File: src/rtl/comparador_serial_ctrl_pkg.sv
// Shared types for the bit-serial A <= B comparator: FSM state encoding and
// the counter-width helper.
package cmp_serial_pkg;

  typedef enum logic [1:0] {
    ST_IDLE = 2'd0,
    ST_RUN  = 2'd1,
    ST_DONE = 2'd2
  } state_t;

  // ceil(log2(v)), but never less than 1 so a counter always has a bit
  function automatic int unsigned clog2_min1(input int unsigned v);
    int unsigned r;
    r = 0;
    for (int unsigned i = 0; i < 32; i++) begin
      if ((64'd1 << i) < 64'(v)) r = i + 1;
    end
    return (r == 0) ? 32'd1 : r;
  endfunction

endpackage

File: src/rtl/celda_cmp.sv
// One iterative cell of the A <= B comparator chain; z_out is the carry
// passed toward the next (more significant) bit.
module celda_cmp (
  input  logic a,
  input  logic b,
  input  logic z_in,
  output logic z_out
);

  assign z_out = (~a & b) | (~(a ^ b) & z_in);

endmodule

File: src/rtl/comparador_serial_ctrl.sv
// Bit-serial A <= B comparator: one shared cell, one bit pair per clock.
// Default is LSB first with fixed latency; define CMP_MSB_FIRST_EN for
// MSB-first processing with early exit on the first differing bit.
module comparador_serial_ctrl
  import cmp_serial_pkg::*;
#(
  parameter int unsigned N = 3
) (
  input  logic         clk,
  input  logic         rst,
  input  logic         start,
  input  logic [N-1:0] A,
  input  logic [N-1:0] B,
  output logic         busy,
  output logic         done,
  output logic         Zout
);

  localparam int unsigned       CNT_W    = clog2_min1(N);
  localparam logic [CNT_W-1:0]  CNT_LAST = CNT_W'(N - 1);

  state_t           state, state_d;
  logic [N-1:0]     sa, sb;
  logic [CNT_W-1:0] cnt;
  logic             zout_q;
  logic             a_i, b_i, z_in, z_next, last, accept;

`ifdef CMP_MSB_FIRST_EN
  assign a_i  = sa[N-1];
  assign b_i  = sb[N-1];
  // With z_in tied high the cell yields b_i on a mismatch and 1 on a match,
  // which is exactly the MSB-first result at the exit bit.
  assign z_in = 1'b1;
  assign last = (a_i != b_i) || (cnt == CNT_LAST);
`else
  logic z;
  assign a_i  = sa[0];
  assign b_i  = sb[0];
  assign z_in = z;
  assign last = (cnt == CNT_LAST);
`endif

  celda_cmp u_celda (
    .a     (a_i),
    .b     (b_i),
    .z_in  (z_in),
    .z_out (z_next)
  );

  always_ff @(posedge clk) begin
    if (rst) state <= ST_IDLE;
    else     state <= state_d;
  end

  always_comb begin
    state_d = state;
    accept  = 1'b0;
    case (state)
      ST_IDLE, ST_DONE: begin
        accept  = start;
        state_d = start ? ST_RUN : ST_IDLE;
      end
      ST_RUN:  if (last) state_d = ST_DONE;
      default: state_d = ST_IDLE;
    endcase
  end

  always_ff @(posedge clk) begin
    if (rst) begin
      sa     <= '0;
      sb     <= '0;
      cnt    <= '0;
      zout_q <= 1'b0;
`ifndef CMP_MSB_FIRST_EN
      z      <= 1'b1;
`endif
    end else if (accept) begin
      sa     <= A;
      sb     <= B;
      cnt    <= '0;
`ifndef CMP_MSB_FIRST_EN
      z      <= 1'b1;
`endif
    end else if (state == ST_RUN) begin
`ifdef CMP_MSB_FIRST_EN
      sa <= sa << 1;
      sb <= sb << 1;
`else
      sa <= sa >> 1;
      sb <= sb >> 1;
      z  <= z_next;
`endif
      // counter holds on the final edge so it never wraps past N-1
      if (!last) cnt <= cnt + 1'b1;
      if (last)  zout_q <= z_next;
    end
  end

  assign busy = (state == ST_RUN);
  assign done = (state == ST_DONE);
  assign Zout = zout_q;

endmodule

File: config.mk
export PLATFORM = sky130hd
export DESIGN_NAME = comparador_serial_ctrl
export DESIGN_NICKNAME = d
export VERILOG_FILES = /design/src/rtl/comparador_serial_ctrl_pkg.sv /design/src/rtl/celda_cmp.sv /design/src/rtl/comparador_serial_ctrl.sv
export SDC_FILE = /design/constraint.sdc
export NUM_CORES = 1
export LEC_CHECK = 0
export ABC_AREA = 1
export ABC_CLOCK_PERIOD_IN_PS = 1000
export BUFFER_PORTS_ARGS = -buffer_cell sky130_fd_sc_hd__buf_4
export CORE_MARGIN = 2
export CORE_UTILIZATION = 40
export DETAILED_ROUTE_END_ITERATION = 8
export PLACE_DENSITY = 0.7
export SETUP_SLACK_MARGIN = 0.2
export SYNTH_ARGS = -nofsm -noshare
export SYNTH_HDL_FRONTEND = slang
export SYNTH_SLANG_ARGS = --single-unit
File: constraint.sdc
create_clock -name clk -period 1 [get_ports clk]
set_input_delay 0.15 -clock clk [delete_from_list [all_inputs] [get_ports clk]]
set_output_delay 0.15 -clock clk [all_outputs]
set_load 0.1 [all_outputs]
==> results_dict.tcl <==
set metrics [dict create \
    path_max_fanout 2 \
    synth-edff-count 0 \
    dpl.hpwl_um 862 \
    rsz0062_at_grt "true" \
    fmax_mhz 780 \
    finalCritPeriodShare_pct 128 \
    crit_arrival_ps 1130 \
    cts_sinks 12 \
    ys_ff_latch 12 \
    num-fill-cells 74 \
    drtIter0Drc 18 \
    coreArea_um2 1320 \
    htreeDepth 1 \
    violations "negative setup slack" \
    ios 12 \
    pwr-share-seq_pct 40.0 \
    startpoint_type "flop" \
    synthArstFlopShare_pct 0 \
    layout.cells.non_filler 129 \
    synthFlopType "dfxtp_1" \
    r2r_end "cnt[0]" \
    vias_per_cell 5.19 \
    maxCapViolations 0 \
    diodes 0 \
    status "complete, but fails checks" \
    detail-route-antenna-nets 0 \
    grt_pass1_vias 658 \
    vias 669 \
    area_growth_syn_to_layout_pct 93.7 \
    hp-start "A[2]" \
    dr.pass1.iters 4 \
    tightest_slew_ps 158 \
    power_mw 1.33 \
    cts_made_buffers 3 \
    synth.area.top_cells "dfxtp_1, nand3_1, inv_1" \
    row_count 13 \
    ys_top_cells_by_count "inv_1, nand2_1, dfxtp_1" \
    clkLatencyLatePin_ps 290 \
    dpl-instance-area_um2 731 \
    p_sw_mw 0.417 \
    gp_congestion 0.794 \
    p_leak_nw 0.493 \
    switching_share_pct 31.3 \
    clockBufferDepth 2 \
    wl_per_cell_um 15.9 \
    port_buffers 11 \
    cts_tree "done" \
    hold_viol 0 \
    clock_skew_ps 3.50 \
    crit_start "state[1]" \
    syn_area_um2 578 \
    internal_power_mw 0.913 \
    setup_viol 13 \
    setup_ws_ps -282 \
    slew_headroom_pct 89.4 \
    stdcell_area_um2 1120 \
    synth_cell_type_count 17 \
    cp.required_ps 850 \
    syn_nets 94 \
    grt-ovfl-total 0 \
    yosysWarnings 0 \
    combinationalPowerShare_pct 29.5 \
    reg2reg_depth 8 \
    min_to "sa[2]" \
    grt_pass1_wl_mm 3.19 \
    clockPowerShare_pct 30.5 \
    start_util_pct 43.9 \
    synth_top_area_cell "dfxtp_1" \
    synthCells 83 \
    r2r_start "state[1]" \
    grt.total_usage_pct 25.0 \
    path_cells "inv_2, buf_6, nor2_4, buf_12" \
    antenna_found_initial 0 \
    ys_seq_area_share_pct 41.6 \
    fin_nets 126 \
    crit_type "reg2out" \
    end_kind "output pin" \
    postCtsHoldBufs 0 \
    dp_slack_ps -53.1 \
    rrSetupSlack_ps -260 \
    fin_crit_ps 1280 \
    die_w_um 42.0 \
    synth_top_area_share_pct 41.6 \
    tns_ps -2330 \
    hold_path_class "in2reg" \
    synth_area_per_cell_um2 6.96 \
    maxSlewViolCount 0 \
    die_area_um2 1770 \
    grt_max_degree 10 \
    whs_path_depth 3 \
    final_layout_size_suffix_gt1_share_pct 59.6 \
    ir_worst_vdd_uv 753 \
    wirelength_mm 2.05 \
    cpPeakStageDelay_ps 360 \
    die_y_um 42.0 \
    clkSlewWorstSetupHoldPaths_ps 80 \
    clockRootBuffer "clkbuf_4" \
    dp.cells 113 \
    slowest_stage "dfxtp_2" \
    drc 0 \
    power_density_nw_per_um2 1190 \
]
[stage by stage]
| stage | hold slack [ps] | util [%] |
|---|---|---|
| after floorplan | 297 | - |
| after global placement | 395 | 55.5 |
| after detailed placement | 397 | 55.5 |
| after CTS | 89.8 | 80.7 |
| after global routing | 108 | 85.0 |
| final | 100 | 85.0 |
[layer usage]
metal | wire (µm) | share of wire, % | global-route usage [%] | vias to the layer above
li1 | - | - | - | 330
met1 | 841 | 41 | 28.2 | 311
met2 | 1060 | 52 | 45.9 | 20
met3 | 78 | 3.8 | 6.47 | 8
met4 | 72 | 3.5 | 7.50 | 0
met5 | 0 | 0 | 0 | -
[power by group through the flow]
stage	registers, mW	clock network, mW	logic [mW]
after floorplan	0.537	0	0.148
after global placement	0.536	0	0.212
after detailed placement	0.536	0	0.216
after CTS	0.529	0.402	0.350
after global routing	0.535	0.436	0.420
final	0.532	0.405	0.393
[area by class of cell]
cell class              count  area [µm²]  share of cell area (%)
flip-flops and latches     12         250                    22.3
inverters                  15        61.3                    5.47
well taps                  15        18.8                    1.68
multi-input cells          56         455                    40.7
repair buffers             27         298                    26.6
clock buffers               4        36.3                    3.24
[sequential cells by signal, indices dropped and copies added (netlist names)]
signal,cells
sb,3
z,1
Zout,1
sa,3
state,2
cnt,2
[layout by cell type (no fill, tap or decap), types with 4 or more instances in the layout]
master / Yosys / final
buf_12: 0 / 4
a21oi_2: 0 / 6
dfxtp_2: 0 / 5
nor2_1: 11 / 7
buf_4: 1 / 12
nand3_2: 0 / 4
nor2_4: 1 / 4
buf_6: 0 / 10
nand2_1: 14 / 10
inv_1: 14 / 12
nand3_1: 11 / 6
dfxtp_1: 12 / 6
[logic make-up (layout without fill, tap and decap cells)]
kind of cell             after synthesis  after routing  share of synthesized area, %
AND/OR/NAND/NOR                       41             43                          32.3
buffers and inverters                 17             46                          11.9
flip-flops                            12             12                          41.6
AO/OA/AOI/OAI                         11             11                          9.96
adder cells (fa/ha/maj)                2              2                          4.33
[how the worst max path moves through the flow]
stage,endpoint,slack [ps]
after floorplan,Zout,-350
after global placement,Zout,-60
after detailed placement,sa[1],-50
after CTS,done,-240
after global routing,done,-320
final,done,-280
[worst max-delay path, delay by kind of cell, from the launching register on]
kind                   cells  cell delay [ps]
buffers and inverters      3              350
AND/OR/NAND/NOR            1              120
flip-flops                 1              360
[what timing repair did]
| item | in CTS | in global routing |
|---|---|---|
| setup buffers | 8 | 2 |
| pin swaps | 17 | 11 |
| cloned | 2 | 0 |
| endpoints found under the setup margin | 15 | 15 |
| resized for setup | 49 | 11 |
No activity file was read; power rests on OpenSTA's default activity.
